**src/rtl/sram_arb_pkg.sv**
```systemverilog
// Shared types and helpers for the two-port SRAM arbiter.
package sram_arb_pkg;

  localparam int ARB_AW  = 32;
  localparam int ARB_DW  = 32;
  localparam int ARB_SAW = 10;

  // Requester identity, also used as the last-grant pointer encoding.
  typedef enum logic {
    ARB_IF   = 1'b0,
    ARB_DATA = 1'b1
  } arb_port_e;

  // Per-port response slot: outstanding flag, "data comes straight from the
  // SRAM this cycle" flag, and the captured word used while backpressured.
  typedef struct packed {
    logic              pend;
    logic              fresh;
    logic [ARB_DW-1:0] hold;
  } rsp_slot_t;

  // SRAM word index from a byte address; low two bits and high bits ignored.
  function automatic logic [ARB_SAW-1:0] word_addr(input logic [ARB_AW-1:0] addr);
    return addr[ARB_SAW+1:2];
  endfunction

endpackage

```
**src/rtl/sram_arb_rsp_slot.sv**
```systemverilog
// One outstanding-response slot: tracks pend/fresh/hold and muxes the
// response data between live SRAM read data, zero (write ack) and the
// captured word held under backpressure.
module sram_arb_rsp_slot
  import sram_arb_pkg::*;
(
  input  logic              clk,
  input  logic              rst,
  input  logic              grant_i,
  input  logic              wen_i,
  input  logic              rsp_rdy_i,
  input  logic [ARB_DW-1:0] sram_rdata_i,
  output logic              rsp_vld_o,
  output logic [ARB_DW-1:0] rsp_data_o
);

  rsp_slot_t slot_q, slot_d;
  logic      wr_q, wr_d;
  logic      rsp_fire;

  assign rsp_vld_o = slot_q.pend;
  assign rsp_fire  = slot_q.pend && rsp_rdy_i;

  // Response data: live SRAM word (or 0 for a write) in the cycle after the grant, else the held copy.
  always_comb begin
    rsp_data_o = slot_q.hold;
    if (slot_q.fresh) begin
      rsp_data_o = wr_q ? '0 : sram_rdata_i;
    end
  end

  // Next slot state: a grant (possibly coinciding with a consume) restarts the slot;
  // an unconsumed fresh response is captured so it survives later SRAM traffic.
  always_comb begin
    slot_d = slot_q;
    wr_d   = wr_q;
    if (grant_i) begin
      slot_d.pend  = 1'b1;
      slot_d.fresh = 1'b1;
      wr_d         = wen_i;
    end else if (rsp_fire) begin
      slot_d.pend  = 1'b0;
      slot_d.fresh = 1'b0;
    end else if (slot_q.fresh) begin
      slot_d.hold  = rsp_data_o;
      slot_d.fresh = 1'b0;
    end
  end

  // Slot state register; reset drops any in-flight response.
  always_ff @(posedge clk or posedge rst) begin
    if (rst) begin
      slot_q <= '0;
      wr_q   <= 1'b0;
    end else begin
      slot_q <= slot_d;
      wr_q   <= wr_d;
    end
  end

endmodule

```
**src/rtl/sram_arb.sv**
```systemverilog
// Round-robin arbiter sharing one single-port synchronous SRAM between the
// instruction-fetch port and the data load/store port. Each port has at
// most one outstanding access; the SRAM sees at most one access per cycle.
module sram_arb
  import sram_arb_pkg::*;
#(
  parameter int AW  = ARB_AW,
  parameter int DW  = ARB_DW,
  parameter int SAW = ARB_SAW
) (
  input  logic           clk,
  input  logic           rst,
  input  logic           if_req_vld,
  output logic           if_req_rdy,
  input  logic [AW-1:0]  if_req_pc,
  output logic           if_rsp_vld,
  input  logic           if_rsp_rdy,
  output logic [DW-1:0]  if_rsp_ir,
  input  logic           d_req_vld,
  output logic           d_req_rdy,
  input  logic [AW-1:0]  d_req_addr,
  input  logic           d_req_wen,
  input  logic [DW-1:0]  d_req_wdata,
  output logic           d_rsp_vld,
  input  logic           d_rsp_rdy,
  output logic [DW-1:0]  d_rsp_rdata,
  output logic [SAW-1:0] sram_addr,
  output logic           sram_wen,
  output logic [DW-1:0]  sram_wdata,
  input  logic [DW-1:0]  sram_rdata
);

  arb_port_e ptr_q, ptr_d;
  logic      elig_if, elig_d;
  logic      grant_if, grant_d;

  // A port may issue when it has nothing outstanding or its response is consumed this cycle.
  // Grants are suppressed while reset is held so no SRAM write can slip through.
  always_comb begin
    elig_if  = !rst && if_req_vld && (!if_rsp_vld || if_rsp_rdy);
    elig_d   = !rst && d_req_vld  && (!d_rsp_vld  || d_rsp_rdy);
    grant_if = elig_if && (!elig_d  || (ptr_q == ARB_DATA));
    grant_d  = elig_d  && (!elig_if || (ptr_q == ARB_IF));
  end

  assign if_req_rdy = grant_if;
  assign d_req_rdy  = grant_d;

  // SRAM request mux: the granted port drives address/strobe/data, idle drives zeros.
  always_comb begin
    sram_addr  = '0;
    sram_wen   = 1'b0;
    sram_wdata = '0;
    if (grant_if) begin
      sram_addr = word_addr(if_req_pc);
    end else if (grant_d) begin
      sram_addr  = word_addr(d_req_addr);
      sram_wen   = d_req_wen;
      sram_wdata = d_req_wdata;
    end
  end

  // Last-grant pointer follows every grant so the other port wins the next conflict.
  always_comb begin
    ptr_d = ptr_q;
    if (grant_if) begin
      ptr_d = ARB_IF;
    end else if (grant_d) begin
      ptr_d = ARB_DATA;
    end
  end

  // Pointer register; starts at data so the first conflict favours fetch.
  always_ff @(posedge clk or posedge rst) begin
    if (rst) begin
      ptr_q <= ARB_DATA;
    end else begin
      ptr_q <= ptr_d;
    end
  end

  sram_arb_rsp_slot u_if_slot (
    .clk         (clk),
    .rst         (rst),
    .grant_i     (grant_if),
    .wen_i       (1'b0),
    .rsp_rdy_i   (if_rsp_rdy),
    .sram_rdata_i(sram_rdata),
    .rsp_vld_o   (if_rsp_vld),
    .rsp_data_o  (if_rsp_ir)
  );

  sram_arb_rsp_slot u_d_slot (
    .clk         (clk),
    .rst         (rst),
    .grant_i     (grant_d),
    .wen_i       (d_req_wen),
    .rsp_rdy_i   (d_rsp_rdy),
    .sram_rdata_i(sram_rdata),
    .rsp_vld_o   (d_rsp_vld),
    .rsp_data_o  (d_rsp_rdata)
  );

endmodule

```
**config.mk**
```make
export PLATFORM = sky130hd
export DESIGN_NAME = sram_arb
export DESIGN_NICKNAME = d
export VERILOG_FILES = /design/src/rtl/sram_arb_pkg.sv /design/src/rtl/sram_arb_rsp_slot.sv /design/src/rtl/sram_arb.sv
export SDC_FILE = /design/constraint.sdc
export NUM_CORES = 1
export LEC_CHECK = 0
export CAP_MARGIN = 20
export CORE_ASPECT_RATIO = 1.25
export CORE_MARGIN = 2
export CORE_UTILIZATION = 30
export CTS_CLUSTER_DIAMETER = 60
export DETAILED_ROUTE_END_ITERATION = 10
export GPL_ROUTABILITY_DRIVEN = 0
export PLACE_DENSITY = 0.7
export SLEW_MARGIN = 25
export SYNTH_ARGS = -nofsm -noshare
export SYNTH_HDL_FRONTEND = slang
export SYNTH_SLANG_ARGS = --single-unit
```
**constraint.sdc**
```tcl
create_clock -name clk -period 2.7 [get_ports clk]
set_input_delay 0.81 -clock clk [delete_from_list [all_inputs] [get_ports clk]]
set_output_delay 0.81 -clock clk [all_outputs]
set_load 0.02 [all_outputs]
```
==> results.py <==
metrics = {
    "critical_path": {
        "worstPathRequired_ns": 1.89,
        "crit_fanout": 3,
        "end_kind": "output pin",
        "reg2reg_depth": 9,
        "reg2reg_slack_ns": 0.54,
        "arrival_ns": 1.88,
        "criticalPathCategory": "input pin to output pin",
        "critPathLaunchType": "input pin",
        "r2r_start": "ptr_q",
        "reg2reg_to": "u_if_slot.slot_q[23]",
    },
    "yosys": {
        "yosysTopAreaCell": "dfrtp_1",
        "synth_edf_count": 0,
        "async_flop_share": 1.00,
        "postSynthAreaPerCell_um2": 11.3,
        "yosysMostFrequentCell": "dfrtp_1",
        "yosysTopAreaCellShare": 0.439,
        "seq_area_frac_synth": 0.446,
        "ys_seq_elements": 70,
        "synthDistinctLibCells": 26,
        "synthFlopType": "dfrtp_1",
        "postSynthCellCount": 349,
        "synth_nets": 484,
        "ys_warn_count": 0,
        "synthesis.area_um2": 3930,
        "synthTopCellsByCount": "dfrtp_1, mux2_2, nand2_1",
        "yosys-top-cells-area": "dfrtp_1, mux2_2, mux2_4",
    },
    "worst_hold_path": {
        "hp-start": "u_if_slot.slot_q[15]",
        "worstHoldPathType": "flip-flop to flip-flop",
        "hold_end": "u_if_slot.slot_q[15]",
        "hold_path_depth": 1,
    },
    "detailed_routing": {
        "drtIter0Drc": 60,
        "via_per_inst": 4.51,
        "drc": 0,
        "drt-pass1-iter-count": 4,
        "via_count": 3476,
        "postRouteAntennaNets": 0,
        "post_drt_wl_per_cell_um": 15.6,
        "wl_um": 12000,
    },
    "clock_network": {
        "ctsHoldBuffers": 0,
        "clk_pin_slew_ns": 0.06,
        "cts_root_buf": "clkbuf_16",
        "htreeDepth": 3,
        "clk_path_buf_depth": 2,
        "cts_buffers": 9,
        "clk_latency_ns": 0.33,
        "cts_sinks": 70,
        "cts_tree": "built",
    },
    "grt": {
        "grt_start_max_net_pins": 30,
        "grt_pass1_vias": 3767,
        "grt.total_usage": 0.171,
        "grt_overflow": 0,
        "antenna_found_initial": 1,
        "grt_pass1_wl_um": 19100,
    },
    "die": {
        "initial_core_util": 0.308,
        "io_pins": 246,
        "dieHeight_um": 132,
        "coreArea_um2": 12800,
        "dieArea_um2": 14100,
        "core.rowCount": 46,
        "die_x_um": 106,
    },
    "place": {
        "dp_hpwl_um": 8700,
        "portBuffers": 201,
    },
    "timing": {
        "finClkSkew_ns": 0.00962,
        "setup_violations": 0,
        "finalCritPeriodShare": 0.995,
        "fmax_mhz": 372,
        "relSlewSlack": 0.761,
        "period_minus_slack_ns": 2.69,
        "setup-tns-final_ns": 0,
        "slew_viol_final": 0,
        "final_hold_viol_count": 0,
        "tightest_slew_ns": 0.358,
        "grt_setup_unrepaired": "true",
        "hold_slack_ns": 0.482,
    },
    "pwr": {
        "finalPower_mw": 5.56,
        "p_leak_nw": 3.25,
        "powerDensity_nw_per_um2": 824,
        "peakVddDrop_mv": 0.331,
    },
    "finish": {
        "drive_above_1_share": 0.399,
        "area_growth_pct": 71.5,
        "nets": 731,
    },
    "job": {
        "maxCapViolCount": 0,
    },
    "status": {
        "status": "finished, final reports clean",
    },
}
## how the worst max path moves through the flow
stage	from	end	slack, ns	cells past startpoint
finish	sram_rdata[11]	if_rsp_ir[11]	0.01	3
global route	d_rsp_rdy	sram_addr[2]	-0.004	6
CTS	if_req_vld	sram_wdata[31]	-0.03	8
detailed placement	d_rsp_rdy	sram_addr[7]	-0.84	6
global placement	d_rsp_rdy	sram_addr[5]	-0.81	6
floorplan	d_rsp_rdy	sram_wdata[22]	0.005	5
## power by group
group	total, mW	internal [mW]	switching (mW)
registers	1.69	1.47	0.225
logic	2.72	1.44	1.28
clock network	1.15	0.713	0.437
## registers in the layout (all words and copies together), names as in the netlist
| signal | flops |
|---|---|
| u_d_slot.wr_q | 1 |
| u_if_slot.slot_q | 33 |
| u_d_slot.slot_q | 33 |
| u_d_slot.rsp_vld_o | 1 |
| u_if_slot.rsp_vld_o | 1 |
| ptr_q | 1 |
## cell type report
cell class | instances | area (um^2)
diodes | 1 | 2.50
clock buffers | 12 | 236
clock inverters | 4 | 47.5
fillers | 1182 | 6030
inverters | 34 | 128
multi-input cells | 222 | 2000
flip-flops and latches | 70 | 1750
well taps | 168 | 210
repair buffers | 259 | 2370
## cell families (layout without fill, tap and decap cells)
group,Yosys count,in the layout,synth area share
compound gates,47,47,0.0735
buf+inv,57,309,0.0665
flops,70,70,0.446
mux,96,96,0.303
other cells,0,1,0
simple gates,79,79,0.111
## worst max-delay path: stages
cell and delay [ns]:
clkdlybuf4s50_1 0.46, mux2_2 0.29, dlygate4sd2_1 0.32
## per-layer routing
| metal | GRT usage | vias to the layer above | wire length [um] |
|---|---|---|---|
| met5 | 0 | - | 0 |
| met4 | 0.0599 | 0 | 252 |
| met3 | 0.0420 | 15 | 725 |
| met2 | 0.323 | 128 | 6470 |
| met1 | 0.181 | 1674 | 4590 |
| li1 | - | 1659 | - |
## metrics by stage
stage,std cells,utilization,cell area [um^2],worst slack (ns)
final,770,0.528,6750,0.0145
after global routing,770,0.528,6750,-0.00360
after CTS,766,0.529,6760,-0.0331
after detailed placement,740,0.504,6440,-0.836
after global placement,740,0.504,6440,-0.812
after floorplan,349,-,3940,0.00505
## layout by cell type, fill, tap and decap left out, types with 3 or more instances in the layout
cell type        instances
buf_2                   20
clkbuf_1                 3
o21ai_0                 32
clkdlybuf4s15_1         12
a22o_1                  10
mux2_2                  45
mux2_4                  30
dlygate4sd2_1           34
and2_1                  21
nand2_1                 36
and2_4                  12
mux2_1                  21
buf_12                   7
clkbuf_2                16
clkbuf_16                9
dfrtp_1                 68
nor2b_4                  3
buf_6                   22
inv_1                   33
buf_4                   56
clkdlybuf4s50_1         87
## repair_timing
action | 4_1_cts | 5_1_grt
pin swaps | 12 | 4
gates cloned | 4 | 0
buffers inserted | 6 | 4
resized for setup | 331 | 65
setup endpoints to repair | 108 | 53
Power figures use the tool's default switching activity.
